### config.mk
export PLATFORM = sky130hd
export DESIGN_NAME = vending_machine_param
export DESIGN_NICKNAME = d
export VERILOG_FILES = /design/src/rtl/vending_pkg.sv /design/src/rtl/vm_coin_decode.sv /design/src/rtl/vending_machine_param.sv
export SDC_FILE = /design/constraint.sdc
export NUM_CORES = 1
export LEC_CHECK = 0
export ABC_AREA = 1
export BUFFER_PORTS_ARGS = -buffer_cell sky130_fd_sc_hd__buf_2
export CAP_MARGIN = 20
export CELL_PAD_IN_SITES_DETAIL_PLACEMENT = 0
export CELL_PAD_IN_SITES_GLOBAL_PLACEMENT = 2
export CORE_UTILIZATION = 33
export CTS_CLUSTER_SIZE = 12
export DETAILED_ROUTE_END_ITERATION = 8
export GPL_ROUTABILITY_DRIVEN = 0
export MAX_ROUTING_LAYER = met4
export PLACE_DENSITY = 0.9
export SETUP_SLACK_MARGIN = 0.4
export SYNTH_ARGS = -nofsm -noshare
export SYNTH_HDL_FRONTEND = slang
export SYNTH_HIERARCHICAL = 1
export SYNTH_SLANG_ARGS = --single-unit
export TNS_END_PERCENT = 50
### constraint.sdc
create_clock -name clk -period 4.5 [get_ports clk]
set_clock_uncertainty 0.2 [all_clocks]
set_input_delay 0.225 -clock clk [delete_from_list [all_inputs] [get_ports clk]]
set_output_delay 0.225 -clock clk [all_outputs]
set_load 0.03 [all_outputs]
### src/rtl/vending_pkg.sv
// Shared encodings for the vending machine family: FSM states, coin codes and coin values.
package vending_pkg;

  localparam int unsigned STATE_W = 3;
  localparam int unsigned COIN_W  = 2;
  localparam int unsigned VALUE_W = 4;

  typedef enum logic [STATE_W-1:0] {
    IDLE   = 3'b000,
    VEND   = 3'b100,
    CHANGE = 3'b101,
    REFUND = 3'b110
  } state_t;

  localparam logic [COIN_W-1:0] COIN_NONE = 2'b00;
  localparam logic [COIN_W-1:0] COIN_5    = 2'b01;
  localparam logic [COIN_W-1:0] COIN_10   = 2'b10;
  localparam logic [COIN_W-1:0] COIN_INV  = 2'b11;

  localparam logic [VALUE_W-1:0] VALUE_5  = 4'd5;
  localparam logic [VALUE_W-1:0] VALUE_10 = 4'd10;

endpackage

### src/rtl/vm_coin_decode.sv
// Combinational coin-code decoder: flags a valid coin and reports its rupee value.
module vm_coin_decode
  import vending_pkg::*;
(
  input  logic [COIN_W-1:0]  coin,
  output logic               valid,
  output logic [VALUE_W-1:0] value
);

  // Map the acceptor code onto {valid, value}; none and invalid both decode to zero value.
  always_comb begin
    valid = 1'b0;
    value = '0;
    case (coin)
      COIN_5: begin
        valid = 1'b1;
        value = VALUE_5;
      end
      COIN_10: begin
        valid = 1'b1;
        value = VALUE_10;
      end
      default: begin
        valid = 1'b0;
        value = '0;
      end
    endcase
  end

endmodule

### src/rtl/vending_machine_param.sv
// Parametrised coin vending machine: credit counter, stock counter, change/refund as 5-unit pulse trains.
module vending_machine_param
  import vending_pkg::*;
#(
  parameter int unsigned PRICE     = 15,
  parameter int unsigned CREDIT_W  = 6,
  parameter int unsigned STOCK_MAX = 8,
  parameter int unsigned STOCK_W   = 4
) (
  input  logic                clk,
  input  logic                reset,
  input  logic [COIN_W-1:0]   coin,
  input  logic                cancel,
  input  logic                refill,
  output logic                dispense,
  output logic                return5,
  output logic                reject,
  output logic                sold_out,
  output logic [CREDIT_W-1:0] credit,
  output logic [STOCK_W-1:0]  stock,
  output logic [STATE_W-1:0]  current_state
);

  localparam logic [CREDIT_W-1:0] PRICE_C = CREDIT_W'(PRICE);
  localparam logic [CREDIT_W-1:0] FIVE_C  = CREDIT_W'(5);
  localparam logic [STOCK_W-1:0]  FULL_C  = STOCK_W'(STOCK_MAX);
  localparam logic [STOCK_W-1:0]  ONE_S   = STOCK_W'(1);

  state_t               state;
  state_t               state_next;
  logic                 coin_valid;
  logic [VALUE_W-1:0]   coin_value;
  logic [CREDIT_W-1:0]  credit_sum;
  logic [CREDIT_W-1:0]  vend_left;
  logic [CREDIT_W-1:0]  change_left;
  logic                 cancel_go;
  logic                 accept;

  vm_coin_decode u_decode (
    .coin  (coin),
    .valid (coin_valid),
    .value (coin_value)
  );

  // Shared arithmetic and the accept/cancel qualifiers; cancel with credit outranks a same-cycle coin.
  always_comb begin
    credit_sum  = credit + CREDIT_W'(coin_value);
    vend_left   = credit - PRICE_C;
    change_left = credit - FIVE_C;
    cancel_go   = cancel && (credit != '0);
    accept      = (state == IDLE) && coin_valid && (stock != '0) && !cancel_go;
  end

  // State register.
  always_ff @(posedge clk or posedge reset) begin
    if (reset) begin
      state <= IDLE;
    end else begin
      state <= state_next;
    end
  end

  // Next-state logic; change and refund drain until the 5-unit step empties the credit.
  always_comb begin
    state_next = state;
    case (state)
      IDLE: begin
        if (cancel_go) begin
          state_next = REFUND;
        end else if (accept && (credit_sum >= PRICE_C)) begin
          state_next = VEND;
        end
      end
      VEND: begin
        state_next = (vend_left != '0) ? CHANGE : IDLE;
      end
      CHANGE, REFUND: begin
        if (credit <= FIVE_C) begin
          state_next = IDLE;
        end
      end
      default: begin
        state_next = IDLE;
      end
    endcase
  end

  // Moore output decode from the registered state and stock.
  always_comb begin
    dispense      = (state == VEND);
    return5       = (state == CHANGE) || (state == REFUND);
    sold_out      = (stock == '0);
    current_state = state;
  end

  // Credit and stock counters plus the registered reject pulse.
  always_ff @(posedge clk or posedge reset) begin
    if (reset) begin
      credit <= '0;
      stock  <= FULL_C;
      reject <= 1'b0;
    end else begin
      reject <= (coin == COIN_INV) || (coin_valid && !accept);
      case (state)
        IDLE: begin
          if (refill) begin
            stock <= FULL_C;
          end
          if (accept) begin
            credit <= credit_sum;
          end
        end
        VEND: begin
          stock  <= stock - ONE_S;
          credit <= vend_left;
        end
        CHANGE, REFUND: begin
          credit <= (credit > FIVE_C) ? change_left : '0;
        end
        default: begin
          credit <= credit;
        end
      endcase
    end
  end

endmodule

==> run metrics <==
initial drt markers=86; CTS tree=done; vias in the first global route=between 1000 and 1500; CTS clk-pin slew, worst paths=70 ps; fmax=430 MHz; top post-synthesis cells by area=dfrtp_1 25%, nand2_1 13%, ha_1 12%; Post-layout nets=221; clk buf depth=2; TritonCTS buffer count=3; Root Buffer=clkbuf_8; syn avg cell area=7.26 sq um; Vias=1229; Hold/Removal Path Class=in -> reg; Worst Path Arrival=2310 ps; WL/cell=between 10 and 15 um; Slowest-stage cell, CP=dfrtp_1; Skew-Pair Late Insertion Delay=between 200 and 300 ps; Synth top area share=approximately a quarter; largest family of logic cells by synthesized area=simple AND/OR/NAND/NOR gates; 1st-pass router iterations=4; crit-path cells=ha_1, fa_1, xnor2_1, nor2_1, nand3_1, nand3_1, nand2_1, nand2_1, nand2_1, nand2_1, nand2_1; die width=64.2 um; Crit Path Class=reg -> reg; Worst Path Max Fanout=9; synth unique cells=30; cells after synthesis=176; Filler cells=approximately 400; flops & latches, synth=14; Std-Cell Rows=22; mux cell area share after synthesis=0%; RSZ-0062 raised after global routing=false; Core Area=3690 sq um; Max-Cap Viols=0; hold_sp=refill; Synthesized Nets=195; Ports=23; Antenna diodes=0; min Tclk post-route=2330 ps; antenna viol nets, final=0; Synth Area in Compound Gates=between 10 and 15%; Worst setup SP type=flop; Final Hold Fails=0; first-pass GRT wire length=5.53 mm; Buf/Inv on CP=0; Resized Gates After CTS=0; DR vias/cell=4.94; initial antenna violation count=0; Die ar.=4120 sq um; Starting Density=34.6%; DRC viols=0; maximum vdd drop=379 uV; Syn-to-layout area delta=16.5%; Slew headroom=60.6%; status=complete, no violations; Hold-fix buffers, CTS=1; most used cell along the critical path=nand2_1; period utilization=51.7%; max-slew violations=0; Least-Margin Pin Slew=591 ps; commonest non-fill, non-tap cells in the layout=44 x nand2_1, 24 x inv_1, 22 x buf_2, 15 x nand3_1, 14 x nor2_1; yosys warns=6; mapped cell area=1280 sq um; largest net degree at the start of global routing=15; Seq/Total Area, Yosys=between 20% and 30%; Sum Neg Setup Slack=0 ps; gr ovfl total=0; RR Startpoint=credit[0]; WL final=3.14 mm; Leak=0.000805 uW; most common cell after layout, fill and taps aside=nand2_1; Post-Synth Simple-Gate Area=around a third; Worst Setup SP=credit[0]; final setup fails=0; Synth area leader=dfrtp_1; Adder-Cell Fraction of Synth Area=13.3%; WP data required=4480 ps; global-route usage over all layers=17.9%; CP endpoint kind=flop; postcts setup bufs=0; largest stage delay on the critical path=490 ps; Post-Synth XOR/XNOR Area=4.80%; clk sinks=14; Final HPWL DP=~2.5 mm; H-tree levels=1; share of layout cells above drive strength 1=19.9%; Port Buffers=22; Die H=64.2 um; family with the most delay on the worst path=adder cells; minimum hold slack=between 20 and 25 ps; PD cells=828 nW/um^2
-- per-stage QoR --
step | utilization [%] | cell area (sq um) | worst slack (ps) | cells | power, uW
after floorplan | - | 1280 | 2300 | 176 | 912
after global placement | 38.8 | 1430 | 2220 | 244 | 1120
after detailed placement | 38.8 | 1430 | 2160 | 244 | 1120
after CTS | 40.3 | 1490 | 2190 | 249 | 1240
after global routing | 40.3 | 1490 | 1950 | 249 | 1350
final | 40.3 | 1490 | 2170 | 249 | 1230
-- cell type report --
| cell class | count | area (sq um) | area share [%] |
|---|---|---|---|
| timing repair buffer | 23 | 120 | 8.07 |
| inverter | 28 | 108 | 7.23 |
| clock buffer | 4 | 45.0 | 3.03 |
| sequential | 14 | 352 | 23.6 |
| tap | 48 | 60.1 | 4.04 |
| multi-input combinational | 132 | 803 | 54.0 |
-- flip-flops by register name, summed over array words and instances, names as in the netlist --
| signal | cells |
|---|---|
| reject | 1 |
| current_state | 3 |
| stock | 4 |
| credit | 6 |
-- report_power, final --
part	switching [uW]	internal [uW]	leakage, uW
sequential	88.3	189	0.000170
clock	49.6	62.7	0.0000228
combinational	564	278	0.000611
total	702	530	0.000805
-- cells in the mapped netlist, drive strengths merged --
cell type  count
nor3           2
a31oi          1
nand4          3
a21oi          3
xnor2          1
dfrtp         13
inv           28
o21ai         18
a22o           1
nand3         15
or2            1
o22ai          1
nor2          17
dfstp          1
fa             1
ha            12
nand2         46
o211ai         1
xor2           6
o32ai          1
nand3b         2
buf            2
-- final timing paths --
kind,endpoint,slack [ps],cells after the start
max reg2reg,current_state[0],2170,11
max,current_state[0],2170,11
min reg2reg,stock[3],290,2
min in group asynchronous,current_state[2],380,3
max in group asynchronous,reject,3330,3
min,stock[3],20,3
-- worst register-to-register path, cell delays in order (launching register included) --
cell	delay, ps
dfrtp_1	490
ha_1	290
fa_1	410
xnor2_1	310
nor2_1	80
nand3_1	90
nand3_1	80
nand2_1	70
nand2_1	60
nand2_1	80
nand2_1	60
nand2_1	50
-- metal layers --
metal	vias up	share of wire [%]	GRT usage, %
li1	623	-	-
met1	564	47	22.3
met2	38	47	29.1
met3	4	5.1	4.11
met4	0	0.99	4.72
met5	-	0	-
-- kinds of logic (layout without fill, tap and decap cells) --
kind of cell               count (synthesis)  count (layout)
xor gates and xnor gates                   7               7
AOI/OAI and AO/OA                         26              26
and+or+nand+nor                           86              86
buffers and inverters                     30              55
adders and majority gates                 13              13
DFF                                       14              14
No activity file was read; power rests on OpenSTA's default activity.
